--- src/rtl/vend_pkg.sv ---
// Shared types and default widths for the vending transaction controller.
package vend_pkg;

    localparam int unsigned DEF_NUM_SLOTS = 4;
    localparam int unsigned DEF_MONEY_W   = 8;
    localparam int unsigned DEF_QTY_W     = 4;
    localparam int unsigned DEF_BANK_W    = 11;

    typedef enum logic [1:0] {
        IDLE     = 2'd0,
        CHECK    = 2'd1,
        DISPENSE = 2'd2,
        CHANGE   = 2'd3
    } state_t;

endpackage

--- src/rtl/vend_slot_table.sv ---
// Per-slot price/stock register file: combinational read port, saturating
// restock write port and a stock decrement port.
module vend_slot_table
    import vend_pkg::*;
#(
    parameter int unsigned  NUM_SLOTS = DEF_NUM_SLOTS,
    parameter int unsigned  MONEY_W   = DEF_MONEY_W,
    parameter int unsigned  QTY_W     = DEF_QTY_W,
    localparam int unsigned SLOT_W    = $clog2(NUM_SLOTS)
) (
    input  logic                       clk,
    input  logic                       rst_n,
    input  logic [SLOT_W-1:0]          i_rd_slot,
    output logic [MONEY_W-1:0]         o_rd_price_c,
    output logic [QTY_W-1:0]           o_rd_stock_c,
    input  logic                       i_wr_en,
    input  logic [SLOT_W-1:0]          i_wr_slot,
    input  logic [MONEY_W-1:0]         i_wr_price,
    input  logic [QTY_W-1:0]           i_wr_restock,
    input  logic                       i_dec_en,
    input  logic [SLOT_W-1:0]          i_dec_slot,
    input  logic [QTY_W-1:0]           i_dec_qty,
    output logic [NUM_SLOTS*QTY_W-1:0] o_supply_flat
);

    logic [MONEY_W-1:0] r_price [NUM_SLOTS];
    logic [QTY_W-1:0]   r_stock [NUM_SLOTS];
    logic [QTY_W:0]     w_restock_sum;

    assign o_rd_price_c  = r_price[i_rd_slot];
    assign o_rd_stock_c  = r_stock[i_rd_slot];
    assign w_restock_sum = (QTY_W+1)'(r_stock[i_wr_slot]) + (QTY_W+1)'(i_wr_restock);

    always_ff @(posedge clk) begin
        if (!rst_n) begin
            for (int i = 0; i < int'(NUM_SLOTS); i++) begin
                r_price[i] <= '0;
                r_stock[i] <= '0;
            end
        end else if (i_wr_en) begin
            r_price[i_wr_slot] <= i_wr_price;
            r_stock[i_wr_slot] <= w_restock_sum[QTY_W] ? '1 : w_restock_sum[QTY_W-1:0];
        end else if (i_dec_en) begin
            r_stock[i_dec_slot] <= r_stock[i_dec_slot] - i_dec_qty;
        end
    end

    always_comb begin
        o_supply_flat = '0;
        for (int i = 0; i < int'(NUM_SLOTS); i++) begin
            o_supply_flat[i*QTY_W +: QTY_W] = r_stock[i];
        end
    end

endmodule

--- src/rtl/vend_txn_ctrl.sv ---
// Multi-slot vending transaction controller: credit accumulation, selection
// check, dispense handshake, change return and bank update.
module vend_txn_ctrl
    import vend_pkg::*;
#(
    parameter int unsigned  NUM_SLOTS = DEF_NUM_SLOTS,
    parameter int unsigned  MONEY_W   = DEF_MONEY_W,
    parameter int unsigned  QTY_W     = DEF_QTY_W,
    parameter int unsigned  BANK_W    = DEF_BANK_W,
    localparam int unsigned SLOT_W    = $clog2(NUM_SLOTS)
) (
    input  logic                       clk,
    input  logic                       rst_n,
    input  logic                       mode,
    input  logic                       coin_valid,
    input  logic [MONEY_W-1:0]         coin_value,
    input  logic                       sel_valid,
    input  logic [SLOT_W-1:0]          sel_slot,
    input  logic [QTY_W-1:0]           sel_qty,
    input  logic                       cancel,
    input  logic                       cfg_wr,
    input  logic [SLOT_W-1:0]          cfg_slot,
    input  logic [MONEY_W-1:0]         cfg_price,
    input  logic [QTY_W-1:0]           cfg_restock,
    input  logic                       dispense_ack,
    output logic                       dispense_valid,
    output logic [SLOT_W-1:0]          dispense_slot,
    output logic [QTY_W-1:0]           dispense_qty,
    output logic                       change_valid,
    output logic [MONEY_W-1:0]         change_amount,
    output logic                       coin_reject,
    output logic [MONEY_W-1:0]         credit,
    output logic [BANK_W-1:0]          bank,
    output logic [NUM_SLOTS*QTY_W-1:0] supply_flat,
    output logic                       redlight,
    output logic                       busy
);

    localparam int unsigned TOT_W = MONEY_W + QTY_W;
    localparam int unsigned SUM_W = ((BANK_W > TOT_W) ? BANK_W : TOT_W) + 1;

    state_t             r_state, w_state_nxt;
    logic [MONEY_W-1:0] r_credit, w_credit_nxt;
    logic [BANK_W-1:0]  r_bank, w_bank_nxt;
    logic [SLOT_W-1:0]  r_slot, w_slot_nxt;
    logic [QTY_W-1:0]   r_qty, w_qty_nxt;
    logic [MONEY_W-1:0] r_total, w_total_nxt;
    logic               r_redlight, w_redlight_nxt;
    logic               r_disp_valid, w_disp_valid_nxt;
    logic               r_chg_valid, w_chg_valid_nxt;
    logic [MONEY_W-1:0] r_chg_amount, w_chg_amount_nxt;
    logic               r_coin_reject, w_coin_reject_nxt;
    logic               r_busy;

    logic               w_cfg_en;
    logic               w_dec_en;
    logic [MONEY_W-1:0] w_rd_price;
    logic [QTY_W-1:0]   w_rd_stock;
    logic [TOT_W-1:0]   w_total;
    logic [SUM_W-1:0]   w_bank_sum;
    logic [MONEY_W:0]   w_coin_sum;
    logic               w_sel_in_range;
    logic               w_pass;

    vend_slot_table #(
        .NUM_SLOTS (NUM_SLOTS),
        .MONEY_W   (MONEY_W),
        .QTY_W     (QTY_W)
    ) u_slot_table (
        .clk           (clk),
        .rst_n         (rst_n),
        .i_rd_slot     (r_slot),
        .o_rd_price_c  (w_rd_price),
        .o_rd_stock_c  (w_rd_stock),
        .i_wr_en       (w_cfg_en),
        .i_wr_slot     (cfg_slot),
        .i_wr_price    (cfg_price),
        .i_wr_restock  (cfg_restock),
        .i_dec_en      (w_dec_en),
        .i_dec_slot    (r_slot),
        .i_dec_qty     (r_qty),
        .o_supply_flat (supply_flat)
    );

    // Purchase check operands for the latched selection
    assign w_total        = TOT_W'(w_rd_price) * TOT_W'(r_qty);
    assign w_bank_sum     = SUM_W'(r_bank) + SUM_W'(w_total);
    assign w_coin_sum     = (MONEY_W+1)'(r_credit) + (MONEY_W+1)'(coin_value);
    assign w_sel_in_range = {1'b0, sel_slot} < (SLOT_W+1)'(NUM_SLOTS);
    assign w_pass         = (r_qty != '0) && (w_rd_stock >= r_qty) &&
                            (TOT_W'(r_credit) >= w_total) &&
                            (w_bank_sum <= SUM_W'({BANK_W{1'b1}}));

    always_ff @(posedge clk) begin
        if (!rst_n) begin
            r_state       <= IDLE;
            r_credit      <= '0;
            r_bank        <= '0;
            r_slot        <= '0;
            r_qty         <= '0;
            r_total       <= '0;
            r_redlight    <= 1'b0;
            r_disp_valid  <= 1'b0;
            r_chg_valid   <= 1'b0;
            r_chg_amount  <= '0;
            r_coin_reject <= 1'b0;
            r_busy        <= 1'b0;
        end else begin
            r_state       <= w_state_nxt;
            r_credit      <= w_credit_nxt;
            r_bank        <= w_bank_nxt;
            r_slot        <= w_slot_nxt;
            r_qty         <= w_qty_nxt;
            r_total       <= w_total_nxt;
            r_redlight    <= w_redlight_nxt;
            r_disp_valid  <= w_disp_valid_nxt;
            r_chg_valid   <= w_chg_valid_nxt;
            r_chg_amount  <= w_chg_amount_nxt;
            r_coin_reject <= w_coin_reject_nxt;
            r_busy        <= (w_state_nxt != IDLE);
        end
    end

    always_comb begin
        w_state_nxt       = r_state;
        w_credit_nxt      = r_credit;
        w_bank_nxt        = r_bank;
        w_slot_nxt        = r_slot;
        w_qty_nxt         = r_qty;
        w_total_nxt       = r_total;
        w_redlight_nxt    = r_redlight;
        w_disp_valid_nxt  = 1'b0;
        w_chg_valid_nxt   = 1'b0;
        w_chg_amount_nxt  = '0;
        w_coin_reject_nxt = coin_valid;
        w_cfg_en          = 1'b0;
        w_dec_en          = 1'b0;
        case (r_state)
            IDLE: begin
                w_cfg_en = cfg_wr && !mode;
                // cancel outranks both a coin and a selection in the same cycle
                if (cancel) begin
                    if (r_credit != '0) begin
                        w_chg_valid_nxt  = 1'b1;
                        w_chg_amount_nxt = r_credit;
                        w_credit_nxt     = '0;
                    end
                end else begin
                    if (coin_valid && mode && !w_coin_sum[MONEY_W]) begin
                        w_coin_reject_nxt = 1'b0;
                        w_credit_nxt      = w_coin_sum[MONEY_W-1:0];
                        w_redlight_nxt    = 1'b0;
                    end
                    if (sel_valid && mode && w_sel_in_range) begin
                        w_slot_nxt  = sel_slot;
                        w_qty_nxt   = sel_qty;
                        w_state_nxt = CHECK;
                    end
                end
            end
            CHECK: begin
                if (w_pass) begin
                    w_redlight_nxt   = 1'b0;
                    w_total_nxt      = MONEY_W'(w_total);
                    w_disp_valid_nxt = 1'b1;
                    w_state_nxt      = DISPENSE;
                end else begin
                    w_redlight_nxt = 1'b1;
                    w_state_nxt    = IDLE;
                end
            end
            DISPENSE: begin
                w_disp_valid_nxt = 1'b1;
                if (dispense_ack) begin
                    w_disp_valid_nxt = 1'b0;
                    w_dec_en         = 1'b1;
                    w_bank_nxt       = r_bank + BANK_W'(r_total);
                    w_chg_valid_nxt  = 1'b1;
                    w_chg_amount_nxt = r_credit - r_total;
                    w_state_nxt      = CHANGE;
                end
            end
            CHANGE: begin
                w_credit_nxt = '0;
                w_state_nxt  = IDLE;
            end
            default: w_state_nxt = IDLE;
        endcase
    end

    assign dispense_valid = r_disp_valid;
    assign dispense_slot  = r_slot;
    assign dispense_qty   = r_qty;
    assign change_valid   = r_chg_valid;
    assign change_amount  = r_chg_amount;
    assign coin_reject    = r_coin_reject;
    assign credit         = r_credit;
    assign bank           = r_bank;
    assign redlight       = r_redlight;
    assign busy           = r_busy;

endmodule

--- config.mk ---
export PLATFORM = sky130hd
export DESIGN_NAME = vend_txn_ctrl
export DESIGN_NICKNAME = d
export VERILOG_FILES = /design/src/rtl/vend_pkg.sv /design/src/rtl/vend_slot_table.sv /design/src/rtl/vend_txn_ctrl.sv
export SDC_FILE = /design/constraint.sdc
export NUM_CORES = 1
export LEC_CHECK = 0
export CORE_AREA = 2 2 173 175
export DETAILED_ROUTE_END_ITERATION = 10
export DIE_AREA = 0 0 175 177
export GPL_TIMING_DRIVEN = 0
export PLACE_DENSITY_LB_ADDON = 0.08
export SLEW_MARGIN = 20
export SYNTH_ARGS = -nofsm -noshare
export SYNTH_HDL_FRONTEND = slang
export SYNTH_HIERARCHICAL = 1
export SYNTH_SLANG_ARGS = --single-unit
--- constraint.sdc ---
create_clock -name clk -period 5.6 [get_ports clk]
set_clock_uncertainty 0.1 [all_clocks]
set_input_delay 1.12 -clock clk [delete_from_list [all_inputs] [get_ports clk]]
set_output_delay 1.12 -clock clk [all_outputs]
set_load 0.01 [all_outputs]
# Yosys cells after proc, flatten, opt, wreduce, memory -nomap -nowiden
# Memories as Yosys holds them, arrays and structs flattened. A register that Yosys moved wholly into a read port is not among the register bits.
# Cells that the tools add are included.
[totals]
mem_count = 2
ramBits = 48
elab_cells = 106
regBits = 48
out_inout_bits = 54
[classes]
n_bitwise = 1
multipliers = 1
n_reduce_logical = 23
eq_ne = 7
magnitude_cmp = 3
muxes = 51
add_sub_neg = 6
[mem_list]
columns = ["name", "depth", "width", "rd", "rd_ports_with_merged_regs", "wr", "line", "rtl"]
rows = [
  ["u_slot_table.r_price", 4, 8, 1, 1, 4, "vend_slot_table.sv:26", "logic [MONEY_W-1:0] r_price [NUM_SLOTS];"],
  ["u_slot_table.r_stock", 4, 4, 6, 1, 4, "vend_slot_table.sv:27", "logic [QTY_W-1:0] r_stock [NUM_SLOTS];"],
]
[op_table]
columns = ["op", "count"]
rows = [
  ["$mux W8", 7],
  ["$pmux W8 S2", 2],
  ["$mux W1", 24],
  ["$mux W2", 11],
  ["$add A11 B12 Y13", 1],
  ["$le A13 B11 Y1 const B", 1],
  ["$ge A8 B12 Y1", 1],
  ["$mul A8 B4 Y12", 1],
  ["$mux W4", 3],
  ["$add A11 B8 Y11", 1],
  ["$add A8 B8 Y9", 1],
  ["$reduce_and A3 Y1", 3],
  ["$pmux W2 S4", 1],
  ["$reduce_bool A8 Y1", 1],
  ["$reduce_or A4 Y1", 2],
  ["$reduce_or A8 Y1", 1],
  ["$sub A8 B8 Y8", 1],
  ["$logic_and A1 B1 Y1", 7],
  ["$ne A3 B3 Y1 const B", 2],
  ["$pmux W1 S2", 3],
  ["$reduce_bool A2 Y1", 3],
  ["$add A4 B4 Y5", 1],
  ["$eq A2 B2 Y1 const B", 2],
  ["$ge A4 B4 Y1", 1],
  ["8 further kinds", 11],
]

# Longest topological paths before layout
[depth]
word_depth = 9
ltp_mapped = 22
mapped_depth_nobuf = 20

# Modules after synthesis
# The synthesis kept the hierarchy.
[by_module_without_submodules]
columns = ["module", "cells_per_inst", "n_inst", "area_per_inst_um2"]
rows = [
  ["vend_txn_ctrl", 519, 1, 4260.3],
  ["vend_slot_table", 186, 1, 2638.8],
]

# Worst setup path after synthesis
# No wires, ideal clock.
[synth_path]
path_kind = "reg-to-reg"
start = "register dispense_slot[0] (netlist name)"
end = "register r_total[0]"
t_arrival_ns = 5.055
t_required_ns = 5.381
n_path_buf = 2
synth_period_minus_slack_ns = 5.274
stages_incl_launch_ff = 23
setup_ns = 0.119
slack_ns = 0.326
cell_sequence = "dfxtp_1 buf_2 mux4_2 and2_1 fa_1 inv_1 fa_1 inv_1 ha_1 nor2b_1 o31a_1 o21ai_1 nor3b_2 nor2_1 ha_1 nand3_1 nand2_1 a211oi_1 o21ai_0 nor3_2 nand4_2 buf_6 mux2i_1"
[synth_rtl]
columns = ["item", "line", "rtl"]
rows = [
  ["end signal, assigned", "vend_txn_ctrl.sv:114", "r_total <= w_total_nxt;"],
  ["end, declared", "vend_txn_ctrl.sv:47", "logic [MONEY_W-1:0] r_total, w_total_nxt;"],
]

==> metrics.csv <==
metric,value,unit
syn-num-nets,832,
cts_sinks,96,
worstSkewPairLatency,0.35,ns
cts_tree,built,
slew_headroom,37.2,%
r2r-end,r_total[4],
ys_types,66,
final_layout_size_suffix_gt1_share,8.62,%
synth_top_flop_cell,edfxtp_1,
gp_congestion,0.787,
hold_path_class,flop to flop,
cts_max_level,3,
power_density,268,mW/mm²
die_w,175,µm
portBuffers,87,
grt_pass1_wl,32.5,mm
antenna_found_initial,0,
yosys_register_bits,96,
tightest_slew,0.940,ns
max_freq,187,MHz
p_leak,0.00362,µW
synthArstFlopShare,0,%
wire_per_inst,17.0,µm
grt_max_degree,18,
min_from,r_total[3],
vias_per_cell,4.55,
hold-path-cell-count,2,
dieArea,0.0310,mm²
nets,934,
synth-seq-area-share,34.8,%
ys_warn_count,6,
rows,63,
fin_crit,5.35,ns
drc,0,
register_area,0.00241,mm²
holdPathEnd,r_total[3],
reg2regPathDepth,22,
syn2layout_area_growth,26.0,%
io_pins,90,
pre_cts_ws,-0.803,ns
post-dp-hpwl,16.2,mm
overflow,0,
crit_required,5.73,ns
initial_core_util,23.6,%
grt_setup_unrepaired,false,
grt_usage,13.6,%
startpoint_type,flop,
first_pass_iters,5,
crit_arrival,5.48,ns
crit_type,flop to flop,
drt_iter0_markers,233,
ir_worst_vdd,0.151,mV
n_fill_cell,3063,
cts_inserted_buffers,9,
core_area,0.0292,mm²
vias,5470,
clockBufferDepth,2,
setup_ws,0.253,ns
multi_input_area,0.00423,mm²
grt_pass1_vias,5800,
slew_violations,0,
finalPower,2330,µW
min_period_over_period,95.5,%
r2r_start,dispense_slot[0],
cts.clk_slew.worst_paths,0.07,ns
cts_root_buf,clkbuf_16,
layout_common_cells,"clkdlybuf4s50_1, ha_1, nand2_1, inv_1, edfxtp_1",
ant_nets,0,
wl,20.4,mm
r2r_setup_slack,0.25,ns
drv_cap,0,
synth-edff-count,48,
setup_violations,0,
hold_viol_final,0,
avgSynthCellArea,9.79,µm²
status,"complete, no violations",
syn_inst,705,
chipHeight,177,µm
syn_area,0.00690,mm²
ctsHoldBuffers,0,
diodes,0,
cp_max_fo,10,
final_common_cell,clkdlybuf4s50_1,
cp-end-kind,flop,
## per-stage QoR
stage / std cells / util, % / area, µm² / setup TNS (ns) / hold slack [ns]
after global placement: 1182 / 28.2 / 8260 / -8.64 / 0.384
final: 1202 / 29.7 / 8690 / 0 / 0.399
after detailed placement: 1182 / 28.3 / 8260 / -8.99 / 0.383
after floorplan: 705 / - / 6900 / 0 / 0.355
after global routing: 1202 / 29.7 / 8690 / 0 / 0.420
after CTS: 1199 / 29.5 / 8620 / 0 / 0.399
## layer usage
metal | global-route usage (%) | wire (µm) | up-vias
met5 | 0 | 0 | -
met4 | 3.06 | 290 | 0
met3 | 2.30 | 706 | 18
met2 | 24.5 | 10300 | 106
met1 | 16.9 | 9180 | 2639
li1 | - | - | 2707
## cell usage after synthesis (14+ instances only)
cell type / n / area share (%)
o21ai_0: 19 / 1.4
inv_1: 62 / 3.4
mux2i_1: 15 / 2.2
fa_1: 17 / 4.9
and2_1: 46 / 4.2
nand2_1: 68 / 3.7
a21o_1: 14 / 1.5
a21oi_1: 48 / 3.5
and3_1: 15 / 1.4
ha_1: 74 / 13
clkbuf_1: 16 / 0.87
nand3_1: 23 / 1.7
nor2_1: 43 / 2.3
mux4_2: 20 / 6.5
dfxtp_1: 48 / 14
edfxtp_1: 48 / 21
## worst max path at each step
stage,from,to,cells after the start
after floorplan,dispense_slot[0],r_total[0],22
after global placement,dispense_slot[1],busy,16
after detailed placement,dispense_slot[1],dispense_valid,17
after CTS,dispense_slot[0],dispense_valid,20
after global routing,dispense_slot[0],r_total[1],22
final,dispense_slot[0],r_total[4],22
## power by group
group	switching, µW	total, µW	internal [µW]
sequential	71.4	873	802
clock	303	656	353
combinational	446	800	355
## critical path: stages (launching register included)
cell and delay (ns):
dfxtp_4 0.41, buf_12 0.17, mux4_2 0.54, and2_1 0.19, fa_1 0.53, inv_1 0.05
fa_1 0.53, inv_1 0.07, ha_4 0.27, nor2b_1 0.14, o31a_1 0.31, o21ai_2 0.17
nor3b_4 0.23, nor2_1 0.09, ha_1 0.27, nand3_1 0.08, nand2_1 0.06, a211oi_2 0.20
o21ai_1 0.10, nor3_2 0.23, nand4_2 0.16, buf_6 0.19, mux2i_1 0.12
## cell families (layout without fill, tap and decap cells)
group                    Yosys count  in the layout  synth area share [%]
AO/OA/AOI/OAI                    129            129                  11.8
buffers and inverters             85            192                  4.84
adder cells (fa/ha/maj)           91             91                  18.4
AND/OR/NAND/NOR                  246            246                  18.3
multiplexers                      36             36                  8.87
XOR/XNOR                          22             22                  2.99
flip-flops                        96             96                  34.8
## final cells by class
class                   count  share of cell area (%)
inverters                  63                    2.72
flip-flops and latches     96                    27.7
multi-input cells         524                    48.7
clock inverters             7                   0.892
repair buffers             91                    10.4
well taps                 390                    5.61
clock buffers               9                    2.59
plain buffers              22                    1.41
## what timing repair did
| action | CTS | global route |
|---|---|---|
| setup buffers | 1 | 3 |
| endpoints found under the setup margin | 12 | 12 |
| gates resized for setup | 13 | 9 |
| pin swaps | 0 | 1 |
## state kept, by name, summed over array words and instances (netlist names), 4 cells and up
register / cells
change_amount: 8
credit: 8
bank: 11
r_total: 8
u_slot_table/r_stock: 16
dispense_qty: 4
u_slot_table/r_price: 32
No activity file was read; power rests on OpenSTA's default activity.
